===== src/rtl/seq_alu.sv =====
// seq_alu: multi-cycle ALU with valid/ready handshakes on request and result.
// Single-cycle arithmetic/logic/bit ops, iterative shift-add multiplier and an
// internal {S,V,C,N,Z} flags register (bit0 = Z).
// Optional feature: define SEQ_ALU_DIV_EN to build the restoring divider for
// opcode 15; without it opcode 15 completes in one cycle flagged illegal.
module seq_alu #(
  parameter  int WIDTH = 16,
  localparam int IDXW  = $clog2(WIDTH)
) (
  input  logic             clk,
  input  logic             rst_n,
  input  logic             in_valid,
  output logic             in_ready,
  input  logic [3:0]       op,
  input  logic [WIDTH-1:0] rs1,
  input  logic [WIDTH-1:0] rs2,
  input  logic [IDXW-1:0]  imm,
  output logic             out_valid,
  input  logic             out_ready,
  output logic [WIDTH-1:0] res_lo,
  output logic [WIDTH-1:0] res_hi,
  output logic [4:0]       flags,
  input  logic             flag_we,
  input  logic [4:0]       flag_wdata,
  output logic             illegal
);

  typedef enum logic [3:0] {
    OP_ADD = 4'd0, OP_ADC, OP_SUB, OP_SBC, OP_AND, OP_OR, OP_XOR, OP_INV,
    OP_TWC, OP_INC, OP_DEC, OP_SEB, OP_CLB, OP_CMP, OP_MUL, OP_DIV
  } op_e;

  typedef enum logic [1:0] {S_IDLE, S_BUSY, S_DONE} state_e;

  localparam logic [IDXW-1:0] LAST = IDXW'(WIDTH - 1);
  localparam int FC = 2;  // carry position inside flags

  state_e state, state_n;
  op_e    op_sel;
  logic   accept;

  // Shared adder serving every add/subtract flavour.
  logic [WIDTH-1:0] add_x, add_y;
  logic             add_cin;
  logic [WIDTH:0]   add_sum;
  logic             add_v;

  // Single-cycle result path.
  logic [WIDTH-1:0] sc_lo, sc_hi, sc_zn;
  logic             sc_c, sc_v, sc_multi, sc_illegal, sc_upd;
  logic [4:0]       sc_flags;

  // Iterative engine state.
  logic [WIDTH-1:0] opa, acc_hi, acc_lo;
  logic [IDXW-1:0]  cnt;
  logic [WIDTH:0]   mul_sum;
  logic [WIDTH-1:0] step_hi, step_lo;
  logic [4:0]       mul_flags, busy_flags;
`ifdef SEQ_ALU_DIV_EN
  logic             busy_div;
  logic [WIDTH:0]   div_shift;
  logic             div_ge;
`endif

  assign op_sel    = op_e'(op);
  assign in_ready  = (state == S_IDLE) || (state == S_DONE && out_ready);
  assign out_valid = (state == S_DONE);
  assign accept    = in_valid && in_ready;

  // Adder operand selection: every arithmetic op is x + y + cin at WIDTH+1 bits.
  // NOTE: every always_comb output gets a default first so no latch is inferred.
  always_comb begin
    add_x   = rs1;
    add_y   = rs2;
    add_cin = 1'b0;
    case (op_sel)
      OP_ADC:         add_cin = flags[FC];
      OP_SUB, OP_CMP: begin add_y = ~rs2; add_cin = 1'b1;      end
      OP_SBC:         begin add_y = ~rs2; add_cin = flags[FC]; end
      OP_TWC:         begin add_x = '0; add_y = ~rs1; add_cin = 1'b1; end
      OP_INC:         begin add_y = '0; add_cin = 1'b1;        end
      OP_DEC:         add_y = '1;
      default:        ;
    endcase
  end

  assign add_sum = {1'b0, add_x} + {1'b0, add_y} + {{WIDTH{1'b0}}, add_cin};
  // Signed overflow: both addends share a sign that the sum does not.
  assign add_v   = (add_x[WIDTH-1] == add_y[WIDTH-1]) &&
                   (add_sum[WIDTH-1] != add_x[WIDTH-1]);

  // Single-cycle result, carry/overflow and routing of multi-cycle ops.
  always_comb begin
    sc_lo      = add_sum[WIDTH-1:0];
    sc_hi      = '0;
    sc_c       = add_sum[WIDTH];
    sc_v       = add_v;
    sc_multi   = 1'b0;
    sc_illegal = 1'b0;
    sc_upd     = 1'b1;
    case (op_sel)
      OP_AND: begin sc_lo = rs1 & rs2; sc_c = 1'b0; sc_v = 1'b0; end
      OP_OR:  begin sc_lo = rs1 | rs2; sc_c = 1'b0; sc_v = 1'b0; end
      OP_XOR: begin sc_lo = rs1 ^ rs2; sc_c = 1'b0; sc_v = 1'b0; end
      OP_INV: begin sc_lo = ~rs1;      sc_c = 1'b0; sc_v = 1'b0; end
      OP_SEB: begin
        sc_lo      = rs1;
        sc_lo[imm] = 1'b1;
        sc_c       = 1'b0;
        sc_v       = 1'b0;
      end
      OP_CLB: begin
        sc_lo      = rs1;
        sc_lo[imm] = 1'b0;
        sc_c       = 1'b0;
        sc_v       = 1'b0;
      end
      OP_CMP: sc_lo = rs1;  // flags from the subtraction, operand passes through
      OP_MUL: sc_multi = 1'b1;
      OP_DIV: begin
`ifdef SEQ_ALU_DIV_EN
        if (rs2 == '0) begin
          // Divide by zero resolves immediately with a saturated quotient.
          sc_lo = '1;
          sc_hi = rs1;
          sc_c  = 1'b0;
          sc_v  = 1'b1;
        end else begin
          sc_multi = 1'b1;
        end
`else
        sc_lo      = '0;
        sc_c       = 1'b0;
        sc_v       = 1'b0;
        sc_illegal = 1'b1;
        sc_upd     = 1'b0;
`endif
      end
      default: ;
    endcase
  end

  // CMP derives Z/N from the difference; everything else from the result.
  assign sc_zn    = (op_sel == OP_CMP) ? add_sum[WIDTH-1:0] : sc_lo;
  assign sc_flags = {sc_zn[WIDTH-1] ^ sc_v, sc_v, sc_c, sc_zn[WIDTH-1], sc_zn == '0};

  // One iteration of the shift-add multiplier (and divider when built).
  always_comb begin
    mul_sum = {1'b0, acc_hi} + (acc_lo[0] ? {1'b0, opa} : '0);
    step_hi = mul_sum[WIDTH:1];
    step_lo = {mul_sum[0], acc_lo[WIDTH-1:1]};
`ifdef SEQ_ALU_DIV_EN
    div_shift = {acc_hi, acc_lo[WIDTH-1]};
    div_ge    = (div_shift >= {1'b0, opa});
    if (busy_div) begin
      step_hi = div_ge ? div_shift[WIDTH-1:0] - opa : div_shift[WIDTH-1:0];
      step_lo = {acc_lo[WIDTH-2:0], div_ge};
    end
`endif
  end

  assign mul_flags = {step_hi[WIDTH-1], 1'b0, step_hi != '0, step_hi[WIDTH-1],
                      {step_hi, step_lo} == '0};
`ifdef SEQ_ALU_DIV_EN
  assign busy_flags = busy_div ?
                      {step_lo[WIDTH-1], 1'b0, 1'b0, step_lo[WIDTH-1], step_lo == '0} :
                      mul_flags;
`else
  assign busy_flags = mul_flags;
`endif

  // State register.
  // NOTE: sequential state uses non-blocking assignments so every flop samples pre-edge values.
  always_ff @(posedge clk or negedge rst_n) begin
    if (!rst_n) state <= S_IDLE;
    else        state <= state_n;
  end

  // Next-state logic: DONE accepts a new op in the cycle its result is consumed.
  always_comb begin
    state_n = state;
    case (state)
      S_IDLE, S_DONE: begin
        if (accept)                             state_n = sc_multi ? S_BUSY : S_DONE;
        else if (state == S_DONE && out_ready)  state_n = S_IDLE;
      end
      S_BUSY:  if (cnt == LAST) state_n = S_DONE;
      default: state_n = S_IDLE;
    endcase
  end

  // Datapath: operand capture, iteration, result and flags registers.
  // An op's own flag update is written after flag_we so it takes priority.
  always_ff @(posedge clk or negedge rst_n) begin
    if (!rst_n) begin
      res_lo   <= '0;
      res_hi   <= '0;
      flags    <= '0;
      illegal  <= 1'b0;
      opa      <= '0;
      acc_hi   <= '0;
      acc_lo   <= '0;
      cnt      <= '0;
`ifdef SEQ_ALU_DIV_EN
      busy_div <= 1'b0;
`endif
    end else begin
      if (flag_we) flags <= flag_wdata;
      if (accept) begin
        if (sc_multi) begin
          cnt    <= '0;
          acc_hi <= '0;
`ifdef SEQ_ALU_DIV_EN
          busy_div <= (op_sel == OP_DIV);
          opa      <= (op_sel == OP_DIV) ? rs2 : rs1;
          acc_lo   <= (op_sel == OP_DIV) ? rs1 : rs2;
`else
          opa      <= rs1;
          acc_lo   <= rs2;
`endif
        end else begin
          res_lo  <= sc_lo;
          res_hi  <= sc_hi;
          illegal <= sc_illegal;
          if (sc_upd) flags <= sc_flags;
        end
      end else if (state == S_BUSY) begin
        cnt    <= cnt + 1'b1;
        acc_hi <= step_hi;
        acc_lo <= step_lo;
        if (cnt == LAST) begin
          res_lo  <= step_lo;
          res_hi  <= step_hi;
          illegal <= 1'b0;
          flags   <= busy_flags;
        end
      end
    end
  end

endmodule

===== config.mk =====
export PLATFORM = sky130hd
export DESIGN_NAME = seq_alu
export DESIGN_NICKNAME = d
export VERILOG_FILES = /design/src/rtl/seq_alu.sv
export SDC_FILE = /design/constraint.sdc
export NUM_CORES = 1
export LEC_CHECK = 0
export CAP_MARGIN = 40
export CORE_MARGIN = 5
export CORE_UTILIZATION = 30
export CTS_CLUSTER_SIZE = 25
export DETAILED_ROUTE_END_ITERATION = 7
export PLACE_DENSITY = 0.52
export SYNTH_ARGS = -nofsm -noshare
export SYNTH_HDL_FRONTEND = slang
export SYNTH_SLANG_ARGS = --single-unit

===== constraint.sdc =====
create_clock -name clk -period 4.9 [get_ports clk]
set_clock_uncertainty 0.15 [all_clocks]
set_input_delay 0.98 -clock clk [delete_from_list [all_inputs] [get_ports clk]]
set_output_delay 0.98 -clock clk [all_outputs]
set_load 0.01 [all_outputs]

==> metrics.md <==
| Metric | Value |
|---|---|
| Post-CTS Setup Inserts | 0 |
| Slew @ Worst Pin | about 850 ps |
| Reg2reg end | flags[2] |
| Vias | roughly 8900 |
| Total CTS buffers | 9 |
| Synth Net Count | roughly 1200 |
| Util after Layout | a little under two fifths |
| Post-Layout Cell Count | between 1500 and 2000 |
| WHS Endpoint | opa[13] |
| FFs w/ async S/R, synth | 100.0% |
| Post-route ant nets | 0 |
| Clock Power Share | a little under a fifth |
| Reg2reg path depth | 11 |
| Max Cap Violations | 0 |
| Tcrit/Tclk final | a little over nine tenths |
| Core footprint | between 20000 and 30000 um^2 |
| Num ports | 90 |
| RR Startpoint | acc_lo[0] |
| DR WL/cell | about 21 um |
| Critical path class | primary input to flip-flop |
| Worst-path cell chain | clkdlybuf4s50_1 > buf_4 > nor2b_1 > a21oi_1 > o22ai_1 > nor2_1 > fa_1 > fa_1 > a211oi_1 > buf_4 > o211ai_1 > a21oi_1 > o21bai_1 > and4_1 > or3_1 > o21ai_0 > mux2_2 |
| Final hold vios | 0 |
| Initial antenna violation count | 0 |
| DRC | 0 |
| Power per cell area | 365.4 nW/um^2 |
| IO Port Bufs | a little under 90 |
| Initial DRC count | around 820 |
| WHS | 320.5 ps |
| Clock Latency Late Sink | 350 ps |
| Max Freq | 216.3 MHz |
| Inst Count DP | approximately 1600 |
| P_leak | between 4 and 5 nW |
| Full die area | 31150 um^2 |
| Unique masters post-synth | 81 |
| Combined area of the multi-input logic cells | roughly 5600 um^2 |
| Hold_buf cts | 0 |
| Max incr delay on CP | 440 ps |
| Peak supply drop | between 150 and 200 uV |
| Global-route wire length before repair | just under 50000 um |
| Sw frac | approximately two fifths |
| FF+latch area | 2302 um^2 |
| H-tree levels | 3 |
| Cell Area, Synth | approximately 8300 um^2 |
| Layout area overhead | 22.21% |
| Outcome | completed |
| Hpwl dp | roughly 25000 um |
| Reg-to-reg slack, setup | a little under 1000 ps |
| Pin count of the biggest net entering global routing | 70 |
| 1st-pass router iterations | 6 |
| Tmin final | 4623 ps |
| Rows | 61 |
| Hold Path Class | flip-flop to flip-flop |
| Layout cells sized above 1 | between 10% and 20% |
| Part of the power in combinational logic | around 50% |
| Placer Congestion | roughly 1 |
| Pins Over Slew Limit | 0 |
| Overflow after GRT | 0 |
| CP Launch Type | primary input |
| Final setup vio count | 0 |
| Fin Setup TNS | 0 ps |
| CP arrival | ~4800 ps |
| WL final | approximately 32000 um |
| Post-synth EDFFs | 0 |
| Vias in the first global route | between 8000 and 9000 |
| Die extent in x | around 180 um |
| Cell-internal power | about 0.0022 W |
| Yosys warns | 0 |
| Clock buffer depth | 2 |
| Commonest non-fill, non-tap cells in the layout | 139 x nand2_1, 112 x nor2_1, 93 x o21ai_0 |
| Hold-critical path depth | 2 |
| Syn Area/Cell | roughly 7.5 um^2 |
| Register area share after synthesis | ~28% |
| Root Buffer | clkbuf_16 |
| GRT Total Usage | ~20% |
| Fin nets | 1271 |
| RSZ-0062 raised after global routing | no |
| CP max FO | 7 |
| Mapped Cells | approximately 1100 |
| Ant. Diodes | 0 |
| Critical Path RT | 5030 ps |
| Fill count | 2941 |
| CTS Sinks | 92 |
| CTS tree | done |
| Sequential share of power | a little under a third |
| Worst path slowest cell | fa_1 |
| Post-cts gate resize count | 0 |
| Initial Util | 30.18% |
| Die Height | approximately 180 um |
| Vias per inst | 5.653 |
| Yosys reg bits | 92 |
| Switch Pwr | around 0.0015 W |
| Crit. End Element | flip-flop |
| Min-delay src | opa[13] |
| Rel. slew slack | a little over two fifths |
| Commonest non-fill, non-tap cell in the layout | nand2_1 |
| Clock Pin Slew Worst Setup and Hold Paths | approximately 70 ps |
| Most used flip-flop cell after synthesis | dfrtp_1 |
## synth_stat cells, drive strengths merged (6+ instances only)
library cell  count  area (um^2)
nand2           139        521.8
nor2            112        420.4
o21ai            94        470.5
a21oi            92        460.4
dfrtp            92         2302
clkbuf           64        240.2
buf              32        157.6
ha               32        400.4
and2             28        175.2
nand3            28        145.1
o22ai            26        162.7
nor2b            22        137.6
a22oi            20        150.1
a31oi            20        125.1
a21o             17        127.6
inv              16        60.06
xnor2            16        140.1
a211oi           14        105.1
nor3             14        70.07
o211ai           12        90.09
nor4             11        68.82
o21a             11        82.58
xor2             11        96.34
mux2i            10        100.1
nand2b           10        62.56
mux2              9        105.1
a22o              8        78.83
o21bai            8        60.06
o31ai             8        60.06
nand4             7        43.79
o32ai             7        61.31
and3              6        42.54
o211a             6        60.06
## flip-flops by register name, indices dropped and copies added (netlist names)
signal,count
res_lo,16
acc_hi,16
state,2
opa,16
acc_lo,16
cnt,4
flags,5
res_hi,16
illegal,1
## per-layer routing
metal	share of wire, %	vias up	global-route usage [%]
li1	-	4226	-
met1	42	4282	25.85
met3	5.0	67	2.527
met4	4.2	0	7.737
met2	49	294	34.95
met5	0	-	0
## how the worst max path moves through the flow
stage                     startpoint         end  slack [ps]  cells past startpoint
after detailed placement       op[2]    flags[0]        -100                     17
after global routing           op[2]  res_lo[14]          40                     17
final                          op[2]  res_lo[14]         280                     17
after CTS                      op[2]    flags[0]         280                     17
after global placement         op[2]    flags[0]         -60                     17
after floorplan                op[1]    flags[0]          50                     18
## layout make-up
class / count / area share, %
multi-input combinational: 899 / 54.76
sequential: 92 / 22.65
timing repair buffer: 167 / 14.60
tap: 378 / 4.653
clock buffer: 10 / 2.253
inverter: 17 / 0.6278
clock inverter: 6 / 0.4555
## worst max-delay path: cells and delay by family
| kind | cells | cell delay [ps] |
|---|---|---|
| muxes | 1 | 160 |
| adders and majority gates | 2 | 840 |
| AOI/OAI and AO/OA | 7 | 1230 |
| buffers and inverters | 3 | 740 |
| and+or+nand+nor | 4 | 820 |
## logic make-up after synthesis
group | Yosys count | synth area share (%)
and+or+nand+nor | 415 | 24.10
muxes | 19 | 2.467
buffers and inverters | 113 | 5.551
AOI/OAI and AO/OA | 403 | 31.82
adders and majority gates | 35 | 5.536
DFF | 92 | 27.68
xor gates and xnor gates | 27 | 2.843
## per-stage QoR
step                power (W)  area [um^2]  setup WS, ps
detailed placement   0.003050         9888        -102.0
global placement     0.003046         9881        -59.29
finish               0.003714        10160         277.2
floorplan            0.002344         8324         47.13
CTS                  0.003745        10160         281.6
global route         0.003992        10160         44.06
## power groups by stage
stage	combinational (W)	clock (W)	sequential [W]
after floorplan	0.00118	0	0.00116
after global placement	0.00185	0	0.00119
after detailed placement	0.00186	0	0.00120
after CTS	0.00186	0.000697	0.00119
after global routing	0.00204	0.000729	0.00122
final	0.00186	0.000674	0.00118
(Power assumes the default switching activity.)
==> RTL change (same flow settings) <==
The parameter `WIDTH` goes from 16 to 32.
--- a/src/rtl/seq_alu.sv
+++ b/src/rtl/seq_alu.sv
@@ -4,7 +4,7 @@
 // Optional feature: define SEQ_ALU_DIV_EN to build the restoring divider for
 // opcode 15; without it opcode 15 completes in one cycle flagged illegal.
 module seq_alu #(
-  parameter  int WIDTH = 16,
+  parameter  int WIDTH = 32,
   localparam int IDXW  = $clog2(WIDTH)
 ) (
   input  logic             clk,
Ports: changed (5 resized); port bits go from 90 to 155. The function was not compared with the original's and may differ.
==> RTL change against the original RTL <==
- critical path depth decreased by 2
- sequential cell count up 81
- routed wire length is 140% higher
- synthesized area increased by 92%
- power grew 110%
- design area rose by 110%
- synthesized cell count is 93% higher
- clock power grew 110%
- setup slack got worse by 0.22 ns
- critical path type unchanged
- largest cell class unchanged
==> RTL change: results (changes against the original RTL) <==
[run_status]
outcome=complete, no violations

[placed_design]
port_buffers=154  ; +73%
dp_hpwl_um=61100  ; +150%
placed_area_mm2=0.0206  ; +110%
routabilityCongestion=1.01  ; +0.60%

[grt]
first_global_vias=17887  ; +120%
maximum_number_of_pins_on_one_net_before_global_route_repair=82  ; +17%
wire_length_of_the_first_global_routing_pass_um=115000  ; +130%
grt_antenna_before_repair=3  ; +3
grt_use_total_pct=25.8  ; +5.5 points

[routing]
firstDrtPassIters=6  ; unchanged
post_drt_via_cell_ratio=5.80  ; +2.6%
routed_wirelength_um=76900  ; +140%
ant_nets=0  ; unchanged
drt-initial-drc-count=2257  ; +170%

[setup_path]
critical_path_cell_with_the_highest_stage_delay=sky130_fd_sc_hd__nor2_1
crit_path_max_fanout=50  ; +43
data_arrival_critical_path_ns=5.00  ; +0.25 ns
max_stage_delay_ns=0.57  ; +0.13 ns
reg2regPathDepth=13  ; +2
ff2ff_setup_slack_ns=0.54  ; -0.44 ns

[clock_network]
ctsLongestPathBuffers=2  ; unchanged
htreeDepth=4  ; +1
clkTransAtPathRegs_ns=0.08
clk_root_buffer_cell=sky130_fd_sc_hd__clkbuf_16
insertion_delay_ns=0.45  ; +0.10 ns
cts_made_buffers=17  ; +8

[timing]
final-setup-viol-count=0  ; unchanged
worst_pin_slew_ns=0.841  ; -0.00393 ns

[synth]
async_flop_share_pct=100  ; unchanged
seq_area_frac_synth_pct=27.1  ; -0.57 points
ys.warnings.count=0  ; unchanged
synth_flop_cell=sky130_fd_sc_hd__dfrtp_1
synth_cell_count_leaders=sky130_fd_sc_hd__nand2_1 (280), sky130_fd_sc_hd__o21ai_0 (212), sky130_fd_sc_hd__a21oi_1 (185)
synth_fa_ha_area_share_pct=5.47  ; -0.067 points
synthesis.nets=2279  ; +92%
post_synth_mux_area_share_pct=3.64  ; +1.2 points
netlist-cell-type-count=96  ; +19%
synth_compound_area_share_pct=33.1  ; +1.3 points
post_synth_main_area_contributors=sky130_fd_sc_hd__dfrtp_1 (27%), sky130_fd_sc_hd__o21ai_0 (6.6%), sky130_fd_sc_hd__nand2_1 (6.6%)
synth-xor-area-share_pct=2.73  ; -0.11 points

[power_and_ir_drop]
irDropWorstVdd_uv=238  ; +53%
p_leak_nw=9.26  ; +110%

[final_layout]
post_route_cells_drive_above_1_share_pct=22.1  ; +12 points
number_of_nets_at_the_end_of_the_flow=2630  ; +110%
fillerInstances=5388  ; +83%

[worst_hold_path]
hold_path_class=in -> async

## RTL change: changes by cell type in the layout (fill, tap and decap cells not counted), sizes merged, moves of 29 or more
cell           before  now
a21oi              92  186
a22oi              20   61
buf                82  371
clkdlybuf4s50      85  150
dfrtp              92  173
ha                 32   65
nand2             139  280
nor2              112  141
o21ai              94  226
o22ai              26   76
## RTL change: critical path: cells and delay by family
| family | cells | cell delay, ns |
|---|---|---|
| buf+inv | 6 | 1.64 |
| simple gates | 4 | 1.32 |
| compound gates | 5 | 1.04 |
## RTL change: timing repair
item                                   4_1_cts  5_1_grt
endpoints found under the hold margin        0        0
gates resized for setup                      4       58
buffers inserted                             1        3
cloned                                       0        1
setup endpoints to repair                    2       13
pin swaps                                    1       22
## RTL change: cell type report
cell class              count  area, um^2  area share, %
clock buffers              18         429           1.99
well taps                 688         861           4.00
inverters                  34         128          0.593
multi-input cells        1730       11100           51.8
clock inverters            14         169          0.785
repair buffers            523        4460           20.7
flip-flops and latches    173        4330           20.1
diodes                      1        2.50         0.0116
## RTL change: cell families after synthesis
family | after synthesis
flip-flops | 173
AND/OR/NAND/NOR | 736
buffers and inverters | 225
XOR/XNOR | 49
adder cells (fa/ha/maj) | 68
AO/OA/AOI/OAI | 823
multiplexers | 54
## RTL change: report_power, final
| group | switching, mW | internal [mW] |
|---|---|---|
| logic | 2.30 | 1.75 |
| registers | 0.336 | 1.82 |
| clock network | 0.653 | 0.772 |
| total | 3.29 | 4.35 |
## RTL change: per-stage QoR
stage	setup WS, ns	util [%]	hold slack [ns]	power [mW]	cells
final	0.0584	40.9	0.294	7.63	3181
after global routing	-0.102	40.9	0.308	8.12	3180
after CTS	0.00626	40.3	0.287	7.57	3176
after detailed placement	-0.585	39.2	0.321	6.11	3143
after global placement	-0.465	39.1	0.310	6.06	3141
after floorplan	-0.0813	-	0.322	4.42	2128
## RTL change: layer usage
metal	routed length (um)	vias up	track usage (%)
met4	2400	2	7.41
met1	35100	8930	36.9
met5	12	-	0
met2	34500	763	40.9
li1	-	8623	-
met3	4870	122	3.22
## RTL change: path summary, 6_finish.rpt
kind                            startpoint    endpoint
worst max-delay path                 op[3]    flags[0]
worst min-delay path                 rst_n   acc_hi[6]
worst max register to register   acc_lo[0]    flags[2]
worst min register to register  res_hi[24]  res_hi[24]
max in group asynchronous            rst_n  acc_lo[29]
min in group clk                res_hi[24]  res_hi[24]
